### config.mk
export PLATFORM = sky130hd
export DESIGN_NAME = aes_block_packer
export DESIGN_NICKNAME = d
export VERILOG_FILES = /design/src/rtl/aes_block_packer_pkg.sv /design/src/rtl/aes_block_out_reg.sv /design/src/rtl/aes_block_packer.sv
export SDC_FILE = /design/constraint.sdc
export NUM_CORES = 1
export LEC_CHECK = 0
export BUFFER_PORTS_ARGS = -buffer_cell sky130_fd_sc_hd__buf_2
export CAP_MARGIN = 20
export CORE_MARGIN = 2
export CORE_UTILIZATION = 55
export DETAILED_ROUTE_END_ITERATION = 8
export PLACE_DENSITY = 0.87
export SETUP_SLACK_MARGIN = 0.5
export SKIP_CTS_REPAIR_TIMING = 1
export SLEW_MARGIN = 20
export SYNTH_ARGS = -nofsm -noshare
export SYNTH_HDL_FRONTEND = slang
export SYNTH_SLANG_ARGS = --single-unit
### constraint.sdc
create_clock -name clk_i -period 2.9 [get_ports clk_i]
set_input_delay 0.29 -clock clk_i [delete_from_list [all_inputs] [get_ports clk_i]]
set_output_delay 0.29 -clock clk_i [all_outputs]
set_load 0.01 [all_outputs]
### src/rtl/aes_block_packer_pkg.sv
// rtl/aes_block_packer_pkg.sv - shared types and sizes for the AES block packer and its output slice.
package aes_block_packer_pkg;

  typedef enum logic [1:0] {
    IDLE  = 2'd0,
    RUN   = 2'd1,
    DRAIN = 2'd2,
    DONE  = 2'd3
  } aes_packer_state_e;

  localparam int AES_BLOCK_WIDTH     = 128;
  localparam int AES_WORDS_PER_BLOCK = 4;
  localparam int AES_WORD_WIDTH      = AES_BLOCK_WIDTH / AES_WORDS_PER_BLOCK;

endpackage

### src/rtl/aes_block_out_reg.sv
// rtl/aes_block_out_reg.sv - single-entry block register slice with last flag.
// A new block may load in the same cycle the held one is accepted, so there is no bubble.
module aes_block_out_reg
  import aes_block_packer_pkg::*;
#(
  parameter int DATA_WIDTH = AES_BLOCK_WIDTH
) (
  input  logic                  clk_i,
  input  logic                  rst_ni,
  input  logic                  clear_i,
  input  logic                  i_load,
  input  logic [DATA_WIDTH-1:0] i_data,
  input  logic                  i_last,
  input  logic                  i_ready,
  output logic                  o_valid,
  output logic [DATA_WIDTH-1:0] o_data,
  output logic                  o_last,
  output logic                  o_can_load
);

  logic                  r_valid;
  logic [DATA_WIDTH-1:0] r_data;
  logic                  r_last;

  assign o_can_load = !r_valid || i_ready;

  always_ff @(posedge clk_i) begin
    if (!rst_ni || clear_i) begin
      r_valid <= 1'b0;
      r_data  <= '0;
      r_last  <= 1'b0;
    end else if (i_load) begin
      r_valid <= 1'b1;
      r_data  <= i_data;
      r_last  <= i_last;
    end else if (r_valid && i_ready) begin
      r_valid <= 1'b0;
      r_last  <= 1'b0;
    end
  end

  assign o_valid = r_valid;
  assign o_data  = r_data;
  assign o_last  = r_last;

endmodule

### src/rtl/aes_block_packer.sv
// rtl/aes_block_packer.sv - packs stream words into AES blocks and tracks the job length.
// Fill register gathers the first words; the final word goes straight into the output slice.
module aes_block_packer
  import aes_block_packer_pkg::*;
#(
  parameter int WORD_WIDTH      = AES_WORD_WIDTH,
  parameter int WORDS_PER_BLOCK = AES_WORDS_PER_BLOCK,
  parameter int BLOCK_WIDTH     = WORD_WIDTH * WORDS_PER_BLOCK,
  parameter int CNT_WIDTH       = 16
) (
  input  logic                   clk_i,
  input  logic                   rst_ni,
  input  logic                   clear_i,
  input  logic                   enable_i,
  input  logic                   start_i,
  input  logic [CNT_WIDTH-1:0]   n_blocks_i,
  input  logic [WORD_WIDTH-1:0]  word_data_i,
  input  logic                   word_valid_i,
  output logic                   word_ready_o,
  output logic [BLOCK_WIDTH-1:0] block_data_o,
  output logic                   block_valid_o,
  input  logic                   block_ready_i,
  output logic                   block_last_o,
  output logic                   busy_o,
  output logic                   done_o,
  output logic [CNT_WIDTH-1:0]   blocks_out_o
);

  localparam int WCNT_WIDTH = (WORDS_PER_BLOCK > 1) ? $clog2(WORDS_PER_BLOCK) : 1;
  localparam logic [WCNT_WIDTH-1:0] LAST_SLOT = WCNT_WIDTH'(WORDS_PER_BLOCK - 1);

  aes_packer_state_e      r_state;
  logic [WCNT_WIDTH-1:0]  r_wcnt;
  logic [CNT_WIDTH-1:0]   r_n_blocks;
  logic [CNT_WIDTH-1:0]   r_packed;
  logic [CNT_WIDTH-1:0]   r_blocks_out;
  logic [BLOCK_WIDTH-1:0] r_fill;
  logic                   r_done;

  logic                   w_rst;
  logic                   w_last_slot;
  logic                   w_can_load;
  logic                   w_out_valid;
  logic                   w_out_fire;
  logic                   w_word_ready;
  logic                   w_word_fire;
  logic                   w_load;
  logic                   w_load_last;
  logic [BLOCK_WIDTH-1:0] w_full;

  assign w_rst       = !rst_ni || clear_i;
  assign w_last_slot = (r_wcnt == LAST_SLOT);
  assign w_out_fire  = w_out_valid && block_ready_i;

  // The last word may only be taken when the output slice can absorb the block this edge.
  assign w_word_ready = enable_i && (r_state == RUN) && (!w_last_slot || w_can_load);
  assign w_word_fire  = w_word_ready && word_valid_i;
  assign w_load       = w_word_fire && w_last_slot;
  assign w_load_last  = ((r_packed + CNT_WIDTH'(1)) == r_n_blocks);

  always_comb begin
    w_full                 = r_fill;
    w_full[WORD_WIDTH-1:0] = word_data_i;
  end

  always_ff @(posedge clk_i) begin
    if (w_rst) begin
      r_fill <= '0;
    end else if (w_word_fire && !w_last_slot) begin
      for (int k = 0; k < WORDS_PER_BLOCK - 1; k++) begin
        if (r_wcnt == WCNT_WIDTH'(k)) begin
          r_fill[BLOCK_WIDTH-1-WORD_WIDTH*k -: WORD_WIDTH] <= word_data_i;
        end
      end
    end
  end

  always_ff @(posedge clk_i) begin
    if (w_rst) begin
      r_state      <= IDLE;
      r_wcnt       <= '0;
      r_n_blocks   <= '0;
      r_packed     <= '0;
      r_blocks_out <= '0;
      r_done       <= 1'b0;
    end else begin
      r_done <= (r_state == DONE);
      if (w_out_fire) begin
        r_blocks_out <= r_blocks_out + CNT_WIDTH'(1);
      end
      case (r_state)
        IDLE: begin
          if (start_i) begin
            r_n_blocks   <= n_blocks_i;
            r_wcnt       <= '0;
            r_packed     <= '0;
            r_blocks_out <= '0;
            r_state      <= (n_blocks_i == '0) ? DONE : RUN;
          end
        end
        RUN: begin
          if (w_word_fire) begin
            if (w_last_slot) begin
              r_wcnt   <= '0;
              r_packed <= r_packed + CNT_WIDTH'(1);
              if (w_load_last) begin
                r_state <= DRAIN;
              end
            end else begin
              r_wcnt <= r_wcnt + WCNT_WIDTH'(1);
            end
          end
        end
        DRAIN: begin
          if (w_out_fire) begin
            r_state <= DONE;
          end
        end
        DONE: begin
          r_state <= IDLE;
        end
        default: begin
          r_state <= IDLE;
        end
      endcase
    end
  end

  aes_block_out_reg #(
    .DATA_WIDTH(BLOCK_WIDTH)
  ) u_out_reg (
    .clk_i      (clk_i),
    .rst_ni     (rst_ni),
    .clear_i    (clear_i),
    .i_load     (w_load),
    .i_data     (w_full),
    .i_last     (w_load_last),
    .i_ready    (block_ready_i),
    .o_valid    (w_out_valid),
    .o_data     (block_data_o),
    .o_last     (block_last_o),
    .o_can_load (w_can_load)
  );

  assign word_ready_o  = w_word_ready;
  assign block_valid_o = w_out_valid;
  assign busy_o        = (r_state == RUN) || (r_state == DRAIN);
  assign done_o        = r_done;
  assign blocks_out_o  = r_blocks_out;

endmodule

==> impl_metrics.tcl <==
set metrics [dict create \
    holdWs_ns -0.00143 \
    ys_seq_area_share_pct 52.3 \
    synth_top_area_share_pct 52.3 \
    r2r_start "r_packed[0]" \
    worst_ep_arrival_time_ns 2.76 \
    clk_latency_ns 0.55 \
    crit_path_top_delay_cell "or4_4" \
    violations "negative hold slack" \
    die_w_um 143 \
    leakage_uw 0.00471 \
    initial_utilization_pct 56.5 \
    worst_setup_path_end_kind "flop" \
    coreArea_mm2 0.0189 \
    clock_sinks 279 \
    grt_pass1_wl_um 46100 \
    cts_root_buffer "clkbuf_16" \
    h-tree-depth 1 \
    yosys.area_share.adder_pct 1.29 \
    crit_chain "nand4_4, or4_4, xnor2_1, nor4_2, a31oi_1, o21a_1, a211oi_2" \
    grt_pass1_vias 9024 \
    yosys.area.top_type "dfxtp_1" \
    vias 9904 \
    muxShareOfSynthArea_pct 0.105 \
    powerDensity_mw_per_mm2 580 \
    avgSynthCellArea_um2 7.87 \
    synth_warnings 0 \
    clk_path_buf_depth 3 \
    hold_violations 1 \
    synth_area_leaders "dfxtp_1 (52%), nand2_1 (18%), a21oi_1 (12%)" \
    fmax_mhz 435 \
    synth_fp_nets 1423 \
    clkTransAtPathRegs_ns 0.06 \
    synth_compound_area_share_pct 15.3 \
    hold_class "input pin to flop" \
    synthDistinctLibCells 52 \
    report.final.slew_viol_count 0 \
    maxCapViolCount 0 \
    critical_path_buf_inv_count 0 \
    tns_ns 0 \
    synth_ff_type "dfxtp_1" \
    path_delay_family "simple AND/OR/NAND/NOR gates" \
    ioPinCount 204 \
    setup_viol 0 \
    synth_seq_cells 279 \
    grtUsageTotal_pct 28.4 \
    drt-initial-drc-count 785 \
    cts_tree "built" \
    hold_path_startpoint "n_blocks_i[8]" \
    period_needed_ns 2.30 \
    worst-path-max-fanout 6 \
    grt_max_degree 130 \
    area_delta_synth_final_pct 19.0 \
    ys_top_cells_by_count "nand2_1 (509), dfxtp_1 (279), a21oi_1 (255), clkbuf_1 (78), nor2_1 (32)" \
    final_util_pct 67.2 \
    dp_hpwl_um 19900 \
    relSlewSlack_pct 48.2 \
    netlist_area_mm2 0.0107 \
    fp-row-count 50 \
    worst_clock_skew_ns 0.0129 \
    fin_nets 1578 \
    start_kind "flop" \
    crit_type "flop to flop" \
    synth_edf_count 0 \
    antenna_found_initial 2 \
    critPathLaunch "r_packed[0]" \
    fin_crit_sh_pct 79.3 \
    wl_um 30400 \
    port_buffers 203 \
    async_reset_ff_share_pct 0 \
    synth_xor_area_share_pct 2.67 \
    floorplan.die_area_mm2 0.0205 \
    cts_buffers 27 \
    synth_top_family_by_area "simple AND/OR/NAND/NOR gates" \
    status "finished, violations left" \
    drtPass1Iterations 9 \
    rsz0062_at_grt "yes" \
    worst_ep_required_time_ns 3.36 \
    drive_above_1_share_pct 19.0 \
    yosys.area_share.simple_pct 24.4 \
    antenna_left 0 \
    vias_per_cell 5.54 \
    routabilityCongestion 0.933 \
    die_y_um 143 \
    vdd_ir_drop_max_uv 405 \
    gr-total-overflow 0 \
    syn_inst 1357 \
    tightest_slew_ns 0.777 \
    drc_errors 0 \
    synth.most_common_cell "nand2_1" \
    slowest_delay_ns 0.59 \
    routedWlPerCell_um 17.0 \
]
-- sequential cells by signal, summed over array words and instances, names as in the netlist --
| signal | flops |
|---|---|
| u_out_reg.o_valid | 1 |
| r_wcnt | 2 |
| u_out_reg.o_last | 1 |
| r_fill | 96 |
| r_packed | 16 |
| done_o | 1 |
| u_out_reg.o_data | 128 |
| blocks_out_o | 16 |
| r_n_blocks | 16 |
| r_state | 2 |
-- cells in the final DEF, fill, tap and decap left out, drive strengths merged, types with 4 or more instances in the layout --
cell / Yosys / final
xor2: 17 / 17
dfxtp: 279 / 279
buf: 18 / 222
nor2b: 9 / 9
nand4: 17 / 17
and3: 7 / 7
nand2: 509 / 509
inv: 7 / 8
xnor2: 13 / 13
clkbuf: 78 / 39
ha: 11 / 11
o41ai: 4 / 4
o21ai: 19 / 19
nor4: 11 / 11
o31ai: 5 / 5
nor2: 32 / 32
nand3: 13 / 13
a21oi: 255 / 255
or3: 4 / 4
and2: 6 / 6
nor3: 6 / 6
-- final timing paths --
check                         endpoint  slack [ns]  cells after the start
hold reg to reg   u_out_reg.o_data[81]        0.44                      2
hold / removal           r_n_blocks[8]      -0.001                      3
setup / recovery            r_state[1]        0.60                      7
setup reg to reg            r_state[1]        0.60                      7
-- report_power, final --
part | internal (µW) | total, µW | leakage, µW | switching, µW
Clock | 1760 | 3180 | 0.000380 | 1420
Combinational | 92.3 | 328 | 0.00207 | 235
Sequential | 3850 | 3860 | 0.00225 | 13.5
-- stage by stage --
step | std cells | hold slack [ns] | cell area (µm²) | worst slack [ns] | power [µW]
CTS | 1786 | -0.0192 | 12600 | 0.300 | 7390
global route | 1787 | 0.0000906 | 12700 | 0.469 | 7580
floorplan | 1357 | 0.426 | 10700 | 0.681 | 4110
finish | 1787 | -0.00143 | 12700 | 0.599 | 7370
global placement | 1743 | 0.436 | 11800 | 0.461 | 4260
detailed placement | 1743 | 0.443 | 11800 | 0.319 | 4260
-- worst min-delay path: stages --
cell     delay (ns)
buf_2          0.10
nand2_1        0.05
a21oi_1        0.05
-- metal layers --
metal / global-route usage (%) / wire [µm]
met1: 36.5 / 11800
met2: 45.0 / 14100
met3: 6.70 / 3010
met4: 14.6 / 1530
met5: 0 / 13
-- final cells by class --
type                    instances  area, µm²
repair buffers                222       1210
clock buffers                  39        741
flip-flops and latches        279       5600
fillers                      1537       6190
diodes                          1       2.50
well taps                     260        325
inverters                       7       26.3
multi-input cells             975       4770
clock inverters                 4       35.0
-- cell families after synthesis --
group                      after synthesis
AOI/OAI and AO/OA                      306
xor gates and xnor gates                31
adders and majority gates               11
buffers and inverters                  103
DFF                                    279
muxes                                    1
and+or+nand+nor                        626
(Power assumes the default switching activity.)
